### config.mk
export PLATFORM = sky130hd
export DESIGN_NAME = sun_track_sequencer
export DESIGN_NICKNAME = d
export VERILOG_FILES = /design/src/rtl/sun_track_sequencer.sv
export SDC_FILE = /design/constraint.sdc
export NUM_CORES = 1
export LEC_CHECK = 0
export BUFFER_PORTS_ARGS = -buffer_cell sky130_fd_sc_hd__buf_2
export CORE_ASPECT_RATIO = 1.75
export CORE_MARGIN = 1.5
export CORE_UTILIZATION = 45
export DETAILED_ROUTE_END_ITERATION = 16
export GPL_ROUTABILITY_DRIVEN = 0
export PLACE_DENSITY = 0.68
export SYNTH_ARGS = -nofsm -noshare
export SYNTH_HDL_FRONTEND = slang
export SYNTH_SLANG_ARGS = --single-unit
### constraint.sdc
create_clock -name CLK -period 5.7 [get_ports CLK]
set_input_delay 1.14 -clock CLK [delete_from_list [all_inputs] [get_ports CLK]]
set_output_delay 1.14 -clock CLK [all_outputs]
set_load 0.01 [all_outputs]
### src/rtl/sun_track_sequencer.sv
// Sun-tracking sequencer for a two-axis servo mount.
// Requests a sample set from four light sensors, computes horizontal and
// vertical imbalance, and drives one axis at a time for a fixed move time
// followed by a settle time. A manual mode passes buttons straight through.
//
// Ports:
//   CLK, RST            clock, asynchronous active-high reset
//   MC                  manual control (1 = buttons drive servos)
//   BTN_H0/H1, BTN_V0/V1 manual cw/ccw buttons per axis
//   LDR_TL/TR/BL/BR     12-bit light samples, valid on SMP_VALID
//   H_LIM, V_LIM        axis at max pulse width; blocks cw on that axis
//   SMP_REQ             level request for a new sample set
//   H_BTN_0/1, V_BTN_0/1 direction commands (BTN_0 = cw, BTN_1 = ccw)
//   ES_H, ES_V          sweep enable of the axis currently moving
//   STATE               current FSM state, debug
module sun_track_sequencer #(
  parameter int unsigned THRESH     = 50,
  parameter int unsigned MOVE_CYC   = 2000000,
  parameter int unsigned SETTLE_CYC = 100000
) (
  input  logic        CLK,
  input  logic        RST,
  input  logic        MC,
  input  logic        BTN_H0,
  input  logic        BTN_H1,
  input  logic        BTN_V0,
  input  logic        BTN_V1,
  input  logic [11:0] LDR_TL,
  input  logic [11:0] LDR_TR,
  input  logic [11:0] LDR_BL,
  input  logic [11:0] LDR_BR,
  input  logic        SMP_VALID,
  input  logic        H_LIM,
  input  logic        V_LIM,
  output logic        SMP_REQ,
  output logic        H_BTN_0,
  output logic        H_BTN_1,
  output logic        V_BTN_0,
  output logic        V_BTN_1,
  output logic        ES_H,
  output logic        ES_V,
  output logic [2:0]  STATE
);

  localparam logic [2:0] StIdle   = 3'd0;
  localparam logic [2:0] StSample = 3'd1;
  localparam logic [2:0] StEvalH  = 3'd2;
  localparam logic [2:0] StMoveH  = 3'd3;
  localparam logic [2:0] StEvalV  = 3'd4;
  localparam logic [2:0] StMoveV  = 3'd5;
  localparam logic [2:0] StSettle = 3'd6;
  localparam logic [2:0] StManual = 3'd7;

  localparam logic signed [13:0] Thresh     = 14'(THRESH);
  localparam logic [31:0]        MoveLast   = 32'(MOVE_CYC - 1);
  localparam logic [31:0]        SettleLast = 32'(SETTLE_CYC - 1);

  logic [2:0]  state_q, state_d;
  logic [31:0] cnt_q, cnt_d;
  logic [11:0] tl_q, tl_d, tr_q, tr_d, bl_q, bl_d, br_q, br_d;
  logic [1:0]  h_pair_q, h_pair_d, v_pair_q, v_pair_d;  // {ccw, cw}
  logic        smp_req_q, smp_req_d;
  logic        es_h_q, es_h_d, es_v_q, es_v_d;

  // Sums of two 12-bit values fit 13 bits; the signed difference fits 14.
  logic [12:0]        sum_left, sum_right, sum_top, sum_bot;
  logic signed [13:0] eh, ev;
  logic               h_cw, h_ccw, v_cw, v_ccw;

  always_comb begin
    sum_left  = {1'b0, tl_q} + {1'b0, bl_q};
    sum_right = {1'b0, tr_q} + {1'b0, br_q};
    sum_top   = {1'b0, tl_q} + {1'b0, tr_q};
    sum_bot   = {1'b0, bl_q} + {1'b0, br_q};
    eh        = $signed({1'b0, sum_left}) - $signed({1'b0, sum_right});
    ev        = $signed({1'b0, sum_top})  - $signed({1'b0, sum_bot});
    h_cw      = (eh > Thresh) && !H_LIM;
    h_ccw     = (eh < -Thresh);
    v_cw      = (ev > Thresh) && !V_LIM;
    v_ccw     = (ev < -Thresh);
  end

  // Next-state logic
  always_comb begin
    state_d = state_q;
    tl_d    = tl_q;
    tr_d    = tr_q;
    bl_d    = bl_q;
    br_d    = br_q;

    case (state_q)
      StIdle:   state_d = StSample;
      StSample: begin
        if (SMP_VALID) begin
          tl_d    = LDR_TL;
          tr_d    = LDR_TR;
          bl_d    = LDR_BL;
          br_d    = LDR_BR;
          state_d = StEvalH;
        end
      end
      StEvalH:  state_d = (h_cw || h_ccw) ? StMoveH : StEvalV;
      StMoveH: begin
        // A cw move aborts as soon as the limit is seen.
        if ((h_pair_q == 2'b01 && H_LIM) || cnt_q == MoveLast) state_d = StSettle;
      end
      StEvalV:  state_d = (v_cw || v_ccw) ? StMoveV : StSettle;
      StMoveV: begin
        if ((v_pair_q == 2'b01 && V_LIM) || cnt_q == MoveLast) state_d = StSettle;
      end
      StSettle: if (cnt_q == SettleLast) state_d = StSample;
      StManual: if (!MC) state_d = StIdle;
      default:  state_d = StIdle;
    endcase

    if (MC) state_d = StManual;

    // Counter restarts from zero on every state entry.
    if (state_d == state_q &&
        (state_q == StMoveH || state_q == StMoveV || state_q == StSettle)) begin
      cnt_d = cnt_q + 32'd1;
    end else begin
      cnt_d = '0;
    end
  end

  // Outputs are registered from the next state so they line up with STATE.
  always_comb begin
    h_pair_d  = 2'b00;
    v_pair_d  = 2'b00;
    smp_req_d = (state_d == StSample);
    es_h_d    = (state_d == StMoveH);
    es_v_d    = (state_d == StMoveV);
    case (state_d)
      StMoveH:  h_pair_d = (state_q == StMoveH) ? h_pair_q : (h_cw ? 2'b01 : 2'b10);
      StMoveV:  v_pair_d = (state_q == StMoveV) ? v_pair_q : (v_cw ? 2'b01 : 2'b10);
      StManual: begin
        // Both buttons pressed cancels; cw is masked by the axis limit.
        h_pair_d = {BTN_H1 & ~BTN_H0, BTN_H0 & ~BTN_H1 & ~H_LIM};
        v_pair_d = {BTN_V1 & ~BTN_V0, BTN_V0 & ~BTN_V1 & ~V_LIM};
      end
      default: ;
    endcase
  end

  always_ff @(posedge CLK or posedge RST) begin
    if (RST) begin
      state_q   <= StIdle;
      cnt_q     <= '0;
      tl_q      <= '0;
      tr_q      <= '0;
      bl_q      <= '0;
      br_q      <= '0;
      h_pair_q  <= 2'b00;
      v_pair_q  <= 2'b00;
      smp_req_q <= 1'b0;
      es_h_q    <= 1'b0;
      es_v_q    <= 1'b0;
    end else begin
      state_q   <= state_d;
      cnt_q     <= cnt_d;
      tl_q      <= tl_d;
      tr_q      <= tr_d;
      bl_q      <= bl_d;
      br_q      <= br_d;
      h_pair_q  <= h_pair_d;
      v_pair_q  <= v_pair_d;
      smp_req_q <= smp_req_d;
      es_h_q    <= es_h_d;
      es_v_q    <= es_v_d;
    end
  end

  assign STATE   = state_q;
  assign SMP_REQ = smp_req_q;
  assign H_BTN_0 = h_pair_q[0];
  assign H_BTN_1 = h_pair_q[1];
  assign V_BTN_0 = v_pair_q[0];
  assign V_BTN_1 = v_pair_q[1];
  assign ES_H    = es_h_q;
  assign ES_V    = es_v_q;

endmodule

==> summary.md, run 1 <==
| Metric | Value |
|---|---|
| Status | `finished, final reports clean` |
| Num ports | `between 60 and 70` |
| Cell taking the most area after synthesis | `dfrtp_1` |
| Clock sinks | `90` |
| Register area share after synthesis | `0.3207` |
| M1 WL | `6477 µm` |
| Die ar. | `16390 µm²` |
| Vias in the first global route | `~5800` |
| H-tree lvl count | `3` |
| Clock transition at path regs | `about 70 ps` |
| Uppermost routed layer | `met4` |
| Number of setup buffers added after CTS | `0` |
| Slew @ Worst Pin | `about 890 ps` |
| Post-Synth Simple-Gate Area | `0.1557` |
| Die Y | `roughly 170 µm` |
| Fraction of registers with async set/reset | `1.000` |
| #FFs+latches synth | `90` |
| Xor-xnor portion of the synthesized cell area | `0.05363` |
| Synth top area share | `0.3207` |
| Reg2Reg Depth | `17` |
| Largest net degree at the start of global routing | `78` |
| CTS Buf Count | `9` |
| Met2 wire len | `around 9500 µm` |
| Mux contribution to synthesized area | `0.02227` |
| Most frequent cells in the layout | `inv_1 (103), dfrtp_1 (90), nand2_1 (69)` |
| Post-synthesis compound-gate area fraction | `0.1897` |
| CTS tree | `yes` |
| RSZ-0062 raised after global routing | `no` |
| Crit path kind | `flop to flop` |
| # diodes | `0` |
| Hold EP | `cnt_q[0]` |
| Overflow after GRT | `0` |
| Critical Path RT | `approximately 6000 ps` |
| Worst hold start | `cnt_q[0]` |
| Post-Syn Area | `between 7000 and 8000 µm²` |
| Final Max Tran Viols | `0` |
| Tot GR Track Use | `0.2170` |
| Met3 WL | `around 430 µm` |
| Arr. time, crit path | `5140 ps` |
| Syn_area_per_cell | `roughly 9.4 µm²` |
| Clock root buffer | `clkbuf_16` |
| Mapped Cells | `about 750` |
| Nets | `945` |
| Synth Area in Adders | `0.1885` |
| Slew Limit Headroom | `0.4038` |
| Slowest cell on crit path | `fa_1` |
| CORE AREA | `15310 µm²` |
| Hold buffers post-CTS | `0` |
| Die width | `approximately 97 µm` |
| DR WL/cell | `16.97 µm` |
| Row count | `60` |
| Setup TNS Final | `0 ps` |
| Number of routed nets with antenna violations | `0` |
| Initial antenna violation count | `0` |
| Flop-to-flop setup slack | `between 700 and 800 ps` |
| Worst hold path depth | `1` |
| FILL cells | `1480` |
| Ys flop type | `dfrtp_1` |
| Yosys warns | `0` |
| Main combinational cell family by area after synthesis | `compound AO/OA/AOI/OAI gates` |
| Crit-path leading delay family | `adder cells` |
| Clock buffer depth | `2` |
| Fraction of layout cells with a size suffix above 1 | `0.1840` |
| Setup Viol. Count Final | `0` |
| Input/output buffers | `between 60 and 70` |
| First-pass GRT wire length | `between 20000 and 30000 µm` |
| Worst setup EP type | `flop` |
| Post-synthesis cell type count | `74` |
| Post-Syn Nets | `approximately 880` |
| MaxCap Viol Count | `0` |
| Vias | `approximately 5500` |
| Final hold vios | `0` |
| Latest clock arrival within the worst-skew pair | `between 300 and 400 ps` |
| Synth-to-Final Area Change | `12.04%` |
| Crit path time final | `about 5000 ps` |
| Worst path cell trace | `fa_1 > inv_1 > fa_1 > inv_1 > ha_1 > inv_1 > fa_1 > nand2b_1 > a211oi_2 > o21bai_1 > nor4b_1 > or3_1 > o41ai_2 > a21boi_2 > o211ai_4 > buf_4 > a21oi_1` |
| Via density | `approximately 5.5` |
| Area contributors post-synth | `dfrtp_1 (32%), fa_1 (14%), inv_1 (5.6%)` |
| Post-route DRC | `0` |
| Initial Util | `0.4586` |
| DR pass1 iterations | `4` |
| Reg-to-reg endpoint | `cnt_q[31]` |
| Commonest non-fill, non-tap cell in the layout | `inv_1` |
| Worst R2R Start | `tl_q[0]` |
| F_max | `between 200 and 250 MHz` |
| Number of enable flip-flop cells after synthesis | `0` |
| WP buf/inv | `4` |
| Fin crit share | `0.8633` |
| Post-Route WL | `16990 µm` |
| Final setup skew | `around 9.5 ps` |
| Post-cts resize count | `0` |
| Critical path fanouts, max | `32` |
| Post-detail-place hpwl | `about 14000 µm` |
| Hold crit path type | `flop to flop` |
| Critical Path Max Stage Delay | `550 ps` |
| Startpoint types | `flop` |
| DR iter-0 viols | `about 190` |
-- area by class of cell --
type | instances | area [µm²] | share of cell area
multi-input cells | 534 | 4295 | 0.5459
clock buffers | 9 | 225.2 | 0.02862
well taps | 186 | 232.7 | 0.02958
clock inverters | 7 | 106.4 | 0.01352
flip-flops and latches | 90 | 2252 | 0.2862
repair buffers | 71 | 365.4 | 0.04643
inverters | 104 | 391.6 | 0.04977
-- cell usage after synthesis (4+ instances only) --
| master | count |
|---|---|
| a211oi_1 | 7 |
| a21o_1 | 14 |
| a21oi_1 | 23 |
| a21oi_2 | 30 |
| and2_1 | 4 |
| and3_1 | 16 |
| clkbuf_1 | 13 |
| dfrtp_1 | 90 |
| fa_1 | 48 |
| ha_1 | 29 |
| inv_1 | 104 |
| mux2_2 | 13 |
| nand2_1 | 69 |
| nand2b_1 | 8 |
| nand3_1 | 23 |
| nand4_1 | 8 |
| nor2_1 | 35 |
| nor2b_1 | 8 |
| nor3_1 | 10 |
| nor4_1 | 10 |
| nor4b_1 | 7 |
| o211ai_1 | 4 |
| o21a_1 | 7 |
| o21ai_0 | 47 |
| o21ai_1 | 4 |
| or2_2 | 4 |
| or3_1 | 4 |
| xnor2_1 | 19 |
| xor2_1 | 24 |
-- worst max path at each step --
stage | from | endpoint | slack, ps | cells past startpoint
4_1_cts | tl_q[0] | cnt_q[31] | 760 | 17
3_3_place_gp | tl_q[0] | cnt_q[31] | 920 | 17
6_report | tl_q[0] | cnt_q[31] | 780 | 17
3_5_place_dp | tl_q[0] | cnt_q[31] | 780 | 17
5_1_grt | tl_q[0] | cnt_q[1] | 420 | 17
2_1_floorplan | tl_q[0] | cnt_q[21] | 1450 | 17
-- cells by family (layout without fill, tap and decap cells) --
group / after synthesis / count (layout)
AOI/OAI and AO/OA: 184 / 184
buffers and inverters: 123 / 191
adders and majority gates: 77 / 77
DFF: 90 / 90
muxes: 14 / 14
xor gates and xnor gates: 43 / 43
and+or+nand+nor: 216 / 216
-- stage by stage --
stage | cell area (µm²) | setup WS (ps) | instances | hold WS (ps) | utilization
2_1_floorplan | 7023 | 1446 | 747 | 453.0 | -
3_3_place_gp | 7537 | 923.6 | 985 | 475.1 | 0.4922
3_5_place_dp | 7537 | 775.6 | 985 | 491.1 | 0.4922
4_1_cts | 7869 | 762.7 | 1001 | 509.1 | 0.5138
5_1_grt | 7869 | 420.3 | 1001 | 550.4 | 0.5138
6_report | 7869 | 779.1 | 1001 | 504.4 | 0.5138
-- worst reg2reg max path: stages, from the launching register on --
cell      delay, ps
dfrtp_1         430
fa_1            550
inv_1            50
fa_1            430
inv_1            60
ha_1            180
inv_1            60
fa_1            390
nand2b_1        190
a211oi_2        320
o21bai_1        150
nor4b_1         190
or3_1           390
o41ai_2         390
a21boi_2        200
o211ai_4        210
buf_4           460
a21oi_1         140
-- state kept, by name, summed over array words and instances (netlist names) --
signal and flops:
ES_H 1, ES_V 1, SMP_REQ 1, STATE 3
bl_q 12, br_q 12, cnt_q 32, h_pair_q 2
tl_q 12, tr_q 12, v_pair_q 2
-- routing by layer --
layer,vias up,GRT usage
li1,2686,-
met1,2657,0.2350
met2,121,0.4191
met3,33,0.02366
met4,0,0.09255
met5,-,0
Power of run 1 is left out: the tool's default activity adds up to more than one toggle a clock period on the data nets, which glitch-free logic cannot reach.
==> inputs of run 2 (changes only) <==
BUFFER_PORTS_ARGS = -buffer_cell sky130_fd_sc_hd__clkbuf_2   (was -buffer_cell sky130_fd_sc_hd__buf_2)
GPL_ROUTABILITY_DRIVEN = 1   (was 0)
==> run 2 against run 1 <==
Effect of this change: non-clock buffer count unchanged; final cell count unchanged; fmax about the same; clock skew down 0.75 ps; worst hold slack worse by 14 ps; cell area down 0.56%; critical path depth unchanged; global-route usage down 0.17 points; wire length down 1.2%; utilization down 0.29 points; worst setup slack worse by 0.65 ps; critical path type unchanged; highest routed layer unchanged.
==> summary.md, run 2 (synthesis results as in run 1) <==
| Metric | Value |
|---|---|
| DR iter-0 viols | `258 (was 185)` |
| Post-route DRC | `0 (unchanged)` |
| Tot GR Track Use | `0.2152 (was 0.2170)` |
| RSZ-0062 raised after global routing | `no (unchanged)` |
| MaxCap Viol Count | `0 (unchanged)` |
| WP buf/inv | `4 (unchanged)` |
| Max reg flops | `32 (unchanged)` |
| Hold EP | `cnt_q[0] (unchanged)` |
| Final setup skew | `8.798 ps (was 9.550 ps)` |
| CTS tree | `yes (unchanged)` |
| Fin crit share | `0.8634 (was 0.8633)` |
| Critical Path Max Stage Delay | `540 ps (was 550 ps)` |
| Worst slack, placed | `798.7 ps (was 775.6 ps)` |
| Hold crit path type | `flop to flop (unchanged)` |
| Nets | `945 (unchanged)` |
| Final Wtd Congestion | `just under 0.9` |
| DR WL/cell | `16.76 µm (was 16.97 µm)` |
| Reg-to-reg endpoint | `cnt_q[31] (unchanged)` |
| Setup TNS Final | `0 ps (unchanged)` |
| Vias in the first global route | `5833 (was 5759)` |
| CORE AREA | `15310 µm² (unchanged)` |
| Final Max Tran Viols | `0 (unchanged)` |
| Initial Util | `0.4586 (unchanged)` |
| Crit path depth | `17 (unchanged)` |
| Number of routed nets with antenna violations | `0 (unchanged)` |
| Flop-to-flop setup slack | `780 ps (about the same)` |
| Die width | `97.44 µm (unchanged)` |
| Worst path cell trace | `fa_1 > inv_1 > fa_1 > inv_1 > ha_1 > inv_1 > fa_1 > nand2b_1 > a211oi_2 > o21bai_1 > nor4b_1 > or3_1 > o41ai_2 > a21boi_2 > o211ai_4 > buf_4 > a21oi_1 (unchanged)` |
| Final hold vios | `0 (unchanged)` |
| Worst hold start | `cnt_q[0] (unchanged)` |
| Top reg by flops | `cnt_q (unchanged)` |
| Vias | `5573 (was 5497)` |
| Crit path kind | `flop to flop (unchanged)` |
| Clock buffer depth | `2 (unchanged)` |
| Hold buffers post-CTS | `0 (unchanged)` |
| Worst hold path depth | `1 (unchanged)` |
| DR pass1 iterations | `5 (was 4)` |
| Num ports | `68 (unchanged)` |
| Initial antenna violation count | `0 (unchanged)` |
| Post-cts resize count | `0 (unchanged)` |
| Worst R2R Start | `tl_q[0] (unchanged)` |
| # diodes | `0 (unchanged)` |
| Crit path time final | `4922 ps (was 4921 ps)` |
| Hold WS | `490.3 ps (was 504.4 ps)` |
| Critical path fanouts, max | `32 (unchanged)` |
| F_max | `203.2 MHz (about the same)` |
| Latest clock arrival within the worst-skew pair | `350 ps (about the same)` |
| Final Worst Setup Slack | `778.5 ps (was 779.1 ps)` |
| Worst setup EP type | `flop (unchanged)` |
| Commonest non-fill, non-tap cell in the layout | `inv_1 (unchanged)` |
| CTS Buf Count | `9 (unchanged)` |
| Number of setup buffers added after CTS | `0 (unchanged)` |
| Fraction of layout cells with a size suffix above 1 | `0.1840 (unchanged)` |
| Crit-path leading delay family | `adder cells (unchanged)` |
| Post-detail-place hpwl | `13480 µm (was 13660 µm)` |
| Via density | `5.567 (was 5.492)` |
| H-tree lvl count | `3 (unchanged)` |
| Clock transition at path regs | `70 ps (about the same)` |
| Post-Route WL | `16780 µm (was 16990 µm)` |
| Clock sinks | `90 (unchanged)` |
| Critical Path RT | `5900 ps (was 5910 ps)` |
| Setup Viol. Count Final | `0 (unchanged)` |
| First-pass GRT wire length | `28210 µm (was 28100 µm)` |
| Overflow after GRT | `0 (unchanged)` |
| Die ar. | `16390 µm² (unchanged)` |
| Arr. time, crit path | `5120 ps (was 5140 ps)` |
| Die Y | `168.3 µm (unchanged)` |
| Synth-to-Final Area Change | `11.42% (was 12.04%)` |
| Slew Limit Headroom | `0.3228 (was 0.4038)` |
| Status | `finished, final reports clean (unchanged)` |
| Post-layout util | `0.5109 (was 0.5138)` |
| Slowest cell on crit path | `fa_1 (unchanged)` |
| Startpoint types | `flop (unchanged)` |
| Slew @ Worst Pin | `1013 ps (was 886.1 ps)` |
| Input/output buffers | `67 (unchanged)` |
| Reg2Reg Depth | `17 (unchanged)` |
| Most frequent cells in the layout | `inv_1 (103), dfrtp_1 (90), nand2_1 (69) (unchanged)` |
| Clock root buffer | `clkbuf_16 (unchanged)` |
| Largest net degree at the start of global routing | `51 (was 78)` |
| Row count | `60 (unchanged)` |
[run 2: area by class of cell]
| cell class | instances | area (µm²) |
|---|---|---|
| flip-flops and latches | 90 | 2252 |
| inverters | 104 | 391.6 |
| clock inverters | 5 | 35.03 |
| clock buffers | 11 | 252.7 |
| fillers | 1470 | 7490 |
| well taps | 186 | 232.7 |
| repair buffers | 71 | 365.4 |
| multi-input cells | 534 | 4295 |
[run 2: how the worst max path moves through the flow]
stage	startpoint	slack [ps]	to
6_report	tl_q[0]	780	cnt_q[31]
2_1_floorplan	tl_q[0]	1450	cnt_q[21]
3_5_place_dp	tl_q[0]	800	cnt_q[31]
3_3_place_gp	tl_q[0]	910	cnt_q[31]
5_1_grt	tl_q[0]	430	cnt_q[31]
4_1_cts	tl_q[0]	760	cnt_q[31]
[run 2: stage by stage]
step           instances  instance area [µm²]
6_report            1001                 7825
5_1_grt             1001                 7825
4_1_cts             1001                 7825
3_5_place_dp         985                 7537
3_3_place_gp         985                 7537
2_1_floorplan        747                 7023
[run 2: worst reg2reg max path: cells and delay by family, from the launching register on]
kind / cells / cell delay (ps)
AO/OA/AOI/OAI: 6 / 1390
adder cells (fa/ha/maj): 4 / 1550
buffers and inverters: 4 / 650
flip-flops: 1 / 440
AND/OR/NAND/NOR: 3 / 760
[run 2: layer usage]
metal / up-vias / track usage / share of wire
li1: 2693 / - / -
met2: 125 / 0.4191 / 0.56
met3: 34 / 0.02657 / 0.029
met1: 2721 / 0.2326 / 0.38
met5: - / 0 / 0
met4: 0 / 0.08137 / 0.031
Power of run 2 is left out for the same reason.
==> inputs of run 3 (changes only) <==
CELL_PAD_IN_SITES_DETAIL_PLACEMENT = 0   (was unset)
CELL_PAD_IN_SITES_GLOBAL_PLACEMENT = 2   (was unset)
CORE_UTILIZATION = 38   (was 45)
PLACE_DENSITY = 0.86   (was 0.68)
==> run 3 against run 2 <==
Effect of this change: sequential share of layout area down 0.24 points; clock skew about the same; wire length up 8.9%; flip-flop and latch count unchanged; die area up 18%; worst setup slack worse by 60 ps; register-to-register slack worse by 60 ps; critical endpoint is now cnt_q[1]; largest cell class unchanged.
==> summary.md, run 3 (synthesis results as in run 1) <==
| Metric | Value |
|---|---|
| Status | `finished, final reports clean (unchanged)` |
| Post-cts resize count | `0 (unchanged)` |
| DR pass1 iterations | `5 (unchanged)` |
| Hold buffers post-CTS | `0 (unchanged)` |
| Slowest cell on crit path | `fa_1 (unchanged)` |
| Setup TNS Final | `0 ps (unchanged)` |
| Most frequent cells in the layout | `inv_1 (103), dfrtp_1 (90), nand2_1 (69) (unchanged)` |
| Commonest non-fill, non-tap cell in the layout | `inv_1 (unchanged)` |
| CTS tree | `yes (unchanged)` |
| Final Wtd Congestion | `0.9332 (was 0.8809)` |
| CTS Buf Count | `9 (unchanged)` |
| Tot GR Track Use | `0.2009 (was 0.2152)` |
| Fraction of layout cells with a size suffix above 1 | `0.1840 (unchanged)` |
| Hold crit path type | `flop to flop (unchanged)` |
| Worst setup EP type | `flop (unchanged)` |
| F_max | `200.8 MHz (was 203.2 MHz)` |
| DR iter-0 viols | `176 (was 258)` |
| First-pass GRT wire length | `30330 µm (was 28210 µm)` |
| Max reg flops | `32 (unchanged)` |
| Clock buffer depth | `2 (unchanged)` |
| # diodes | `0 (unchanged)` |
| Number of setup buffers added after CTS | `0 (unchanged)` |
| Critical Path RT | `5910 ps (was 5900 ps)` |
| RSZ-0062 raised after global routing | `no (unchanged)` |
| Crit-path leading delay family | `adder cells (unchanged)` |
| Vias | `5633 (was 5573)` |
| Hold WS | `511.3 ps (was 490.3 ps)` |
| Fin crit share | `0.8739 (was 0.8634)` |
| Initial Util | `0.3890 (was 0.4586)` |
| Worst path cell trace | `fa_1 > inv_1 > fa_1 > inv_1 > ha_1 > inv_1 > fa_1 > nand2b_1 > a211oi_2 > o21bai_1 > nor4b_1 > or3_1 > o41ai_2 > a21boi_2 > o211ai_4 > buf_4 > a21boi_1 (was fa_1 > inv_1 > fa_1 > inv_1 > ha_1 > inv_1 > fa_1 > nand2b_1 > a211oi_2 > o21bai_1 > nor4b_1 > or3_1 > o41ai_2 > a21boi_2 > o211ai_4 > buf_4 > a21oi_1)` |
| Crit path kind | `flop to flop (unchanged)` |
| H-tree lvl count | `3 (unchanged)` |
| Die ar. | `19340 µm² (was 16390 µm²)` |
| DR WL/cell | `17.42 µm (was 16.76 µm)` |
| Crit path time final | `4981 ps (was 4922 ps)` |
| Setup Viol. Count Final | `0 (unchanged)` |
| Num ports | `68 (unchanged)` |
| Vias in the first global route | `6051 (was 5833)` |
| Slew @ Worst Pin | `893.4 ps (was 1013 ps)` |
| Critical path fanouts, max | `32 (unchanged)` |
| Post-detail-place hpwl | `14920 µm (was 13480 µm)` |
| FILL cells | `1803 (was 1470)` |
| Overflow after GRT | `0 (unchanged)` |
| Final instance area | `7891 µm² (was 7825 µm²)` |
| Clock transition at path regs | `70 ps (about the same)` |
| Top reg by flops | `cnt_q (unchanged)` |
| Final Max Tran Viols | `0 (unchanged)` |
| Critical Path Max Stage Delay | `540 ps (about the same)` |
| Final hold vios | `0 (unchanged)` |
| WP buf/inv | `4 (unchanged)` |
| Latest clock arrival within the worst-skew pair | `350 ps (about the same)` |
| Post-Route WL | `18280 µm (was 16780 µm)` |
| Die width | `105.8 µm (was 97.44 µm)` |
| Input/output buffers | `67 (unchanged)` |
| Arr. time, crit path | `5200 ps (was 5120 ps)` |
| Initial antenna violation count | `0 (unchanged)` |
| Die Y | `182.8 µm (was 168.3 µm)` |
| Clock root buffer | `clkbuf_16 (unchanged)` |
| Number of routed nets with antenna violations | `0 (unchanged)` |
| Row count | `65 (was 60)` |
| CORE AREA | `18050 µm² (was 15310 µm²)` |
| Synth-to-Final Area Change | `12.36% (was 11.42%)` |
| Final setup skew | `8.331 ps (was 8.798 ps)` |
| Slew Limit Headroom | `0.3989 (was 0.3228)` |
| Nets | `945 (unchanged)` |
| Post-layout util | `0.4371 (was 0.5109)` |
| MaxCap Viol Count | `0 (unchanged)` |
| Via density | `5.370 (was 5.567)` |
| Largest net degree at the start of global routing | `72 (was 51)` |
| Clock sinks | `90 (unchanged)` |
| Startpoint types | `flop (unchanged)` |
| Post-route DRC | `0 (unchanged)` |
| Placed Area | `7597 µm² (was 7537 µm²)` |
[run 3: cell count changes in the layout (fill, tap and decap cells not counted), sizes merged]
cell	change
clkinv	-1
inv	+3
clkbuf	-1
clkinvlp	-1
[run 3: cell type report]
class	count	area, µm²	area share
Multi-Input combinational cell	534	4295	0.5443
Clock inverter	6	55.05	0.006976
Sequential cell	90	2252	0.2854
Timing Repair Buffer	71	365.4	0.04630
Tap cell	234	292.8	0.03710
Clock buffer	10	239.0	0.03028
Inverter	104	391.6	0.04963
[run 3: layer usage]
layer / part of all wire / vias up / track usage
met1: 0.38 / 2789 / 0.2156
met5: 0 / - / 0
li1: - / 2685 / -
met4: 0.038 / 0 / 0.07784
met3: 0.030 / 28 / 0.02985
met2: 0.55 / 131 / 0.3881
[run 3: worst paths after layout]
check	startpoint	endpoint	slack, ps	cells after the start
worst min-delay path	cnt_q[0]	cnt_q[0]	510	1
worst min register to register	cnt_q[0]	cnt_q[0]	510	1
max in group asynchronous	RST	SMP_REQ	3720	3
worst max register to register	tl_q[0]	cnt_q[1]	720	17
worst max-delay path	tl_q[0]	cnt_q[1]	720	17
min in group asynchronous	RST	cnt_q[0]	890	2
[run 3: metrics by stage]
stage               instances  worst slack [ps]
global route             1049             521.5
CTS                      1049             718.2
finish                   1049             718.7
detailed placement       1033             747.4
floorplan                 747              1446
global placement         1033             907.6
[run 3: worst reg2reg max path, cell delays in order (launching register included)]
cell and delay, ps:
dfrtp_1 440, fa_1 550, inv_1 50, fa_1 430, inv_1 70, ha_1 200
inv_1 70, fa_1 400, nand2b_1 190, a211oi_2 330, o21bai_1 160, nor4b_1 180
or3_1 400, o41ai_2 350, a21boi_2 210, o211ai_4 210, buf_4 460, a21boi_1 150
Power of run 3 is left out for the same reason.
